<file path="config.mk">
export PLATFORM = sky130hd
export DESIGN_NAME = mul_seq_driver
export DESIGN_NICKNAME = d
export VERILOG_FILES = /design/src/rtl/mul_seq_pkg.sv /design/src/rtl/mul_seq_timer.sv /design/src/rtl/mul_seq_driver.sv
export SDC_FILE = /design/constraint.sdc
export NUM_CORES = 1
export LEC_CHECK = 0
export ABC_AREA = 1
export BUFFER_PORTS_ARGS = -buffer_cell sky130_fd_sc_hd__clkbuf_2
export CAP_MARGIN = 10
export CORE_MARGIN = 2
export CORE_UTILIZATION = 52
export DETAILED_ROUTE_END_ITERATION = 8
export PLACE_DENSITY = 0.9
export REMOVE_ABC_BUFFERS = 1
export SYNTH_ARGS = -nofsm -noshare
export SYNTH_HDL_FRONTEND = slang
export SYNTH_SLANG_ARGS = --single-unit
export TNS_END_PERCENT = 100
</file>
<file path="constraint.sdc">
create_clock -name clock -period 1.9 [get_ports clock]
set_input_delay 0.095 -clock clock [delete_from_list [all_inputs] [get_ports clock]]
set_output_delay 0.095 -clock clock [all_outputs]
set_load 0.02 [all_outputs]
</file>
<file path="src/rtl/mul_seq_pkg.sv">
// Shared types and constants for the multiply-datapath sequencer.
// Combinational definitions only; no latency, no flow control.
package mul_seq_pkg;

    localparam int DEF_WIDTH   = 8;
    localparam int DEF_TIMEOUT = 63;
    localparam int DEF_CNT_W   = 6;

    localparam logic [2:0] INS_NOP = 3'b000;
    localparam logic [2:0] INS_MUL = 3'b100;

    typedef enum logic [3:0] {
        S_IDLE,
        S_LOAD_DR,
        S_LOAD_MQ,
        S_CLR_ACC,
        S_ISSUE,
        S_WAIT,
        S_READ_ACC,
        S_READ_MQ,
        S_DONE
    } state_t;

endpackage

</file>
<file path="src/rtl/mul_seq_timer.sv">
// Clearable, enabled up-counter with a terminal-count flag at TIMEOUT-1.
// Count updates one cycle after clear/enable; no backpressure.
module mul_seq_timer #(
    parameter int TIMEOUT = 63,
    parameter int CNT_W   = 6
) (
    input  logic clock,
    input  logic reset,
    input  logic clear,
    input  logic enable,
    output logic tc
);

    logic [CNT_W-1:0] count;

    always_ff @(posedge clock or posedge reset) begin
        if (reset) begin
            count <= '0;
        end else if (clear) begin
            count <= '0;
        end else if (enable) begin
            count <= count + 1'b1;
        end
    end

    assign tc = (count == CNT_W'(TIMEOUT - 1));

endmodule

</file>
<file path="src/rtl/mul_seq_driver.sv">
// Sequences one multiply transaction on the Acc/MQ/DR datapath: load, issue, wait, read back.
// done at cycle 7+w after start (w = WAIT cycles until RDY); start ignored while busy.
module mul_seq_driver
    import mul_seq_pkg::*;
#(
    parameter int WIDTH   = DEF_WIDTH,
    parameter int TIMEOUT = DEF_TIMEOUT,
    parameter int CNT_W   = DEF_CNT_W
) (
    input  logic               clock,
    input  logic               reset,
    input  logic               start,
    input  logic [2:0]         op,
    input  logic [WIDTH-1:0]   operand_a,
    input  logic [WIDTH-1:0]   operand_b,
    output logic               busy,
    output logic               done,
    output logic               err,
    output logic [2*WIDTH-1:0] result,
    input  logic               dp_RDY,
    input  logic [WIDTH-1:0]   dp_outBUS,
    output logic [2:0]         dp_INS,
    output logic [WIDTH-1:0]   dp_inBUS,
    output logic               dp_LDDR,
    output logic               dp_LDMQ,
    output logic               dp_LDAcc,
    output logic               dp_STDR,
    output logic               dp_STMQ,
    output logic               dp_STAcc,
    output logic               dp_TESTMODE
);

    state_t           state;
    state_t           nxt;
    logic [2:0]       op_q;
    logic [WIDTH-1:0] a_q;
    logic [WIDTH-1:0] b_q;
    logic             tc;

    mul_seq_timer #(
        .TIMEOUT (TIMEOUT),
        .CNT_W   (CNT_W)
    ) u_timer (
        .clock  (clock),
        .reset  (reset),
        .clear  (state == S_ISSUE),
        .enable (state == S_WAIT),
        .tc     (tc)
    );

    always_comb begin
        nxt = state;
        case (state)
            S_IDLE:     nxt = start ? S_LOAD_DR : S_IDLE;
            S_LOAD_DR:  nxt = S_LOAD_MQ;
            S_LOAD_MQ:  nxt = S_CLR_ACC;
            S_CLR_ACC:  nxt = S_ISSUE;
            S_ISSUE:    nxt = S_WAIT;
            // RDY takes priority over a simultaneous timeout
            S_WAIT:     nxt = dp_RDY ? S_READ_ACC : (tc ? S_DONE : S_WAIT);
            S_READ_ACC: nxt = S_READ_MQ;
            S_READ_MQ:  nxt = S_DONE;
            S_DONE:     nxt = S_IDLE;
            default:    nxt = S_IDLE;
        endcase
    end

    // Outputs are registered from the next state so they align with the state they belong to.
    always_ff @(posedge clock or posedge reset) begin
        if (reset) begin
            state    <= S_IDLE;
            op_q     <= INS_NOP;
            a_q      <= '0;
            b_q      <= '0;
            busy     <= 1'b0;
            done     <= 1'b0;
            err      <= 1'b0;
            result   <= '0;
            dp_INS   <= INS_NOP;
            dp_LDDR  <= 1'b0;
            dp_LDMQ  <= 1'b0;
            dp_LDAcc <= 1'b0;
            dp_STMQ  <= 1'b0;
            dp_STAcc <= 1'b0;
        end else begin
            state <= nxt;
            if (state == S_IDLE && start) begin
                op_q <= op;
                a_q  <= operand_a;
                b_q  <= operand_b;
            end
            busy     <= (nxt != S_IDLE);
            done     <= (nxt == S_DONE);
            dp_LDDR  <= (nxt == S_LOAD_DR);
            dp_LDMQ  <= (nxt == S_LOAD_MQ);
            dp_LDAcc <= (nxt == S_CLR_ACC);
            dp_STAcc <= (nxt == S_READ_ACC);
            dp_STMQ  <= (nxt == S_READ_MQ);
            dp_INS   <= (nxt == S_ISSUE || nxt == S_WAIT) ? op_q : INS_NOP;
            if (state == S_READ_ACC) begin
                result[2*WIDTH-1:WIDTH] <= dp_outBUS;
            end
            if (state == S_READ_MQ) begin
                result[WIDTH-1:0] <= dp_outBUS;
            end
            // DONE is entered straight from WAIT only on timeout
            if (nxt == S_DONE) begin
                err <= (state == S_WAIT);
            end
        end
    end

    // Write bus is steered by the registered load strobes; zero when none is active.
    always_comb begin
        dp_inBUS = '0;
        if (dp_LDDR) begin
            dp_inBUS = a_q;
        end else if (dp_LDMQ) begin
            dp_inBUS = b_q;
        end
    end

    assign dp_STDR     = 1'b0;
    assign dp_TESTMODE = 1'b0;

endmodule

</file>
==> summary.md <==
| Metric | Value |
|---|---|
| CP peak stage delay | `0.50 ns` |
| Clock slew at reported path FFs | `around 0.090 ns` |
| Pin count of the biggest net entering global routing | `31` |
| Vias/cell | `4.87` |
| Slowest cell on crit path | `dfrtp_1` |
| Final Wtd Congestion | `0.806` |
| LEAKAGE | `around 1.7 nW` |
| Post_cts resized | `0` |
| PortBufs | `between 60 and 70` |
| Die area | `roughly 5400 um2` |
| Routed WL | `5050 um` |
| Total CTS buffers | `5` |
| Detailed Routing Iterations Pass 1 | `4` |
| TritonCTS Sinks | `56` |
| Avg Synthesized Cell Area | `8.76 um2` |
| Die X | `around 73 um` |
| Final setup TNS | `0 ns` |
| CP startpoint kind | `register` |
| First-pass GRT wire length | `around 8500 um` |
| Flop pwr share | `0.440` |
| Worst Skew | `around 0.01 ns` |
| First-iteration detailed-routing DRC count | `approximately 110` |
| Clock group share of total power | `0.132` |
| Least-Margin Pin Slew | `about 0.57 ns` |
| P&R area growth vs syn | `18.9%` |
| Top sig layer | `met4` |
| Post-route ant nets | `0` |
| Max Fclk | `between 600 and 700 MHz` |
| Hold Crit Class | `primary input to register` |
| Slew HR | `0.618` |
| Share of layout cells above drive strength 1 | `0.286` |
| Wire per inst | `roughly 12 um` |
| Maximum fanout along the worst path | `10` |
| Routed via count | `2003` |
| Chip height | `between 70 and 80 um` |
| H-Tree Depth | `2` |
| Sw Share | `0.438` |
| FP Rows | `25` |
| CP Cell Sequence | `inv_1 -> nand2_1 -> o21ai_0 -> clkbuf_2` |
| Setup WS post-layout | `0.332 ns` |
| Ys Warns | `0` |
| Initial antenna violation count | `0` |
| NetSw | `about 2 mW` |
| FILL cells | `375` |
| Final Util | `0.635` |
| Ports | `roughly 70` |
| Max-cap viol count | `0` |
| Met1 WL | `2250 um` |
| Diodes inserted | `0` |
| Internal cell power | `around 2.6 mW` |
| Final setup viols | `0` |
| WS Path Type | `register to primary output` |
| Dpl hpwl | `between 3000 and 4000 um` |
| Kind of end point of the critical path | `primary output` |
| CTS root buf | `clkbuf_8` |
| Yosys cell types | `27` |
| Worst-Skew Late Latency | `0.30 ns` |
| Synthesized cell area | `about 2500 um2` |
| Status | `finished clean` |
| Final #Nets | `390` |
| FF+latch count, synth | `56` |
| Gr ovfl total | `0` |
| Post-route minimum period | `~1.6 ns` |
| Initial core utilization | `0.534` |
| Met2 wire len | `between 2000 and 2500 um` |
| Power share of the combinational group | `0.428` |
| Metal3 WL | `297 um` |
| WP buf/inv | `2` |
| CTS tree | `built` |
| RSZ-0062 raised after global routing | `false` |
| Crit path DAT | `1.47 ns` |
| Core ar. | `~4700 um2` |
| Max-slew violations | `0` |
| Critical Path RT | `1.80 ns` |
| Seq/Total Area, Yosys | `0.559` |
| Vias in the first global route | `approximately 1900` |
| Syn Inst Count | `286` |
| Family with the most delay on the worst path | `flip-flops` |
| Post-route clock period utilization | `0.825` |
| Hold slack | `0.00648 ns` |
| Power Density | `between 1500 and 2000 nW/um2` |
| Longest Clk Path Bufs | `2` |
| Peak supply drop | `between 1000 and 1500 uV` |
| Drt drc | `0` |
| Worst slack, placed | `~0.54 ns` |
| Gr usage total | `0.205` |
| Count of final hold-check violations | `0` |
| Worst R2R Setup Slack | `roughly 0.49 ns` |
-- area by class of cell --
cell class / count / area (um2) / area share
Timing Repair Buffer: 74 / 425 / 0.143
Clock buffer: 6 / 72.6 / 0.0244
Sequential cell: 56 / 1400 / 0.470
Multi-Input combinational cell: 179 / 848 / 0.285
Inverter: 41 / 159 / 0.0533
Tap cell: 54 / 67.6 / 0.0227
Clock inverter: 1 / 5.00 / 0.00168
-- Yosys cell counts, drive strengths merged --
library cell | n | area share
a21oi | 1 | 0.0020
nor2 | 21 | 0.041
inv | 41 | 0.063
clkbuf | 1 | 0.0015
nand2 | 99 | 0.17
nand3 | 12 | 0.029
a31oi | 1 | 0.0025
nand3b | 1 | 0.0030
buf | 10 | 0.039
xor2 | 1 | 0.0035
o21ai | 36 | 0.072
ha | 2 | 0.010
conb | 1 | 0.0015
nand4 | 2 | 0.0050
dfrtp | 56 | 0.56
nor3 | 1 | 0.0020
-- cell usage in the layout (no fill, tap or decap), types with 5 or more instances in the layout --
master and instances:
clkbuf_8 5, nand2_2 14, inv_1 33, clkbuf_2 65, dlygate4sd3_1 8, inv_2 7
o21ai_1 25, o21ai_0 11, dfrtp_1 56, nor2_1 15, nand2_1 84, nand3_1 11
-- metrics by stage --
| stage | power, mW | instances | instance area [um2] |
|---|---|---|---|
| finish | 4.62 | 411 | 2980 |
| global route | 5.00 | 411 | 2980 |
| CTS | 4.64 | 410 | 2970 |
| detailed placement | 4.02 | 396 | 2820 |
| global placement | 3.92 | 396 | 2820 |
| floorplan | 3.37 | 276 | 2410 |
-- tightest hold or removal path, cell delays in order --
cell and delay [ns]:
clkbuf_2 0.09, nand2_2 0.04, nand2_1 0.05
-- path summary, 6_finish.rpt --
check	from	endpoint	cells after the start
hold / removal	operand_a[3]	a_q[3]	3
setup / recovery	dp_LDDR	dp_inBUS[4]	4
hold reg to reg	a_q[4]	a_q[4]	2
setup reg to reg	state[3]	b_q[2]	5
min in group asynchronous	reset	dp_STMQ	3
max in group asynchronous	reset	b_q[3]	4
-- metal layers --
layer / vias to the layer above / global-route usage
met5: - / 0
met4: 0 / 0.0364
met3: 4 / 0.0535
met2: 73 / 0.337
met1: 911 / 0.279
li1: 1015 / -
-- kinds of logic after synthesis --
family / Yosys count / synth area share
and+or+nand+nor: 136 / 0.246
DFF: 56 / 0.559
buffers and inverters: 52 / 0.104
AOI/OAI and AO/OA: 38 / 0.0764
adders and majority gates: 2 / 0.00998
xor gates and xnor gates: 1 / 0.00350
other: 1 / 0.00150
-- power by group through the flow --
stage	Combinational [mW]	Clock, mW	Sequential, mW
floorplan	1.08	0	2.29
global placement	1.90	0	2.03
detailed placement	1.97	0	2.05
CTS	1.99	0.620	2.03
global route	2.22	0.681	2.10
finish	1.98	0.608	2.03
-- state kept, by name (all words and copies together) (netlist names), 3 cells and up --
name and count:
b_q 8, dp_INS 3, result 16, op_q 3, u_timer.count 6, state 4, a_q 8
-- repair_timing --
| item | CTS | global route |
|---|---|---|
| hold endpoints to repair | 32 | 1 |
| buffers inserted | 0 | 0 |
| hold buffers | 7 | 1 |
Note: power is estimated with default switching activity, not from simulation.
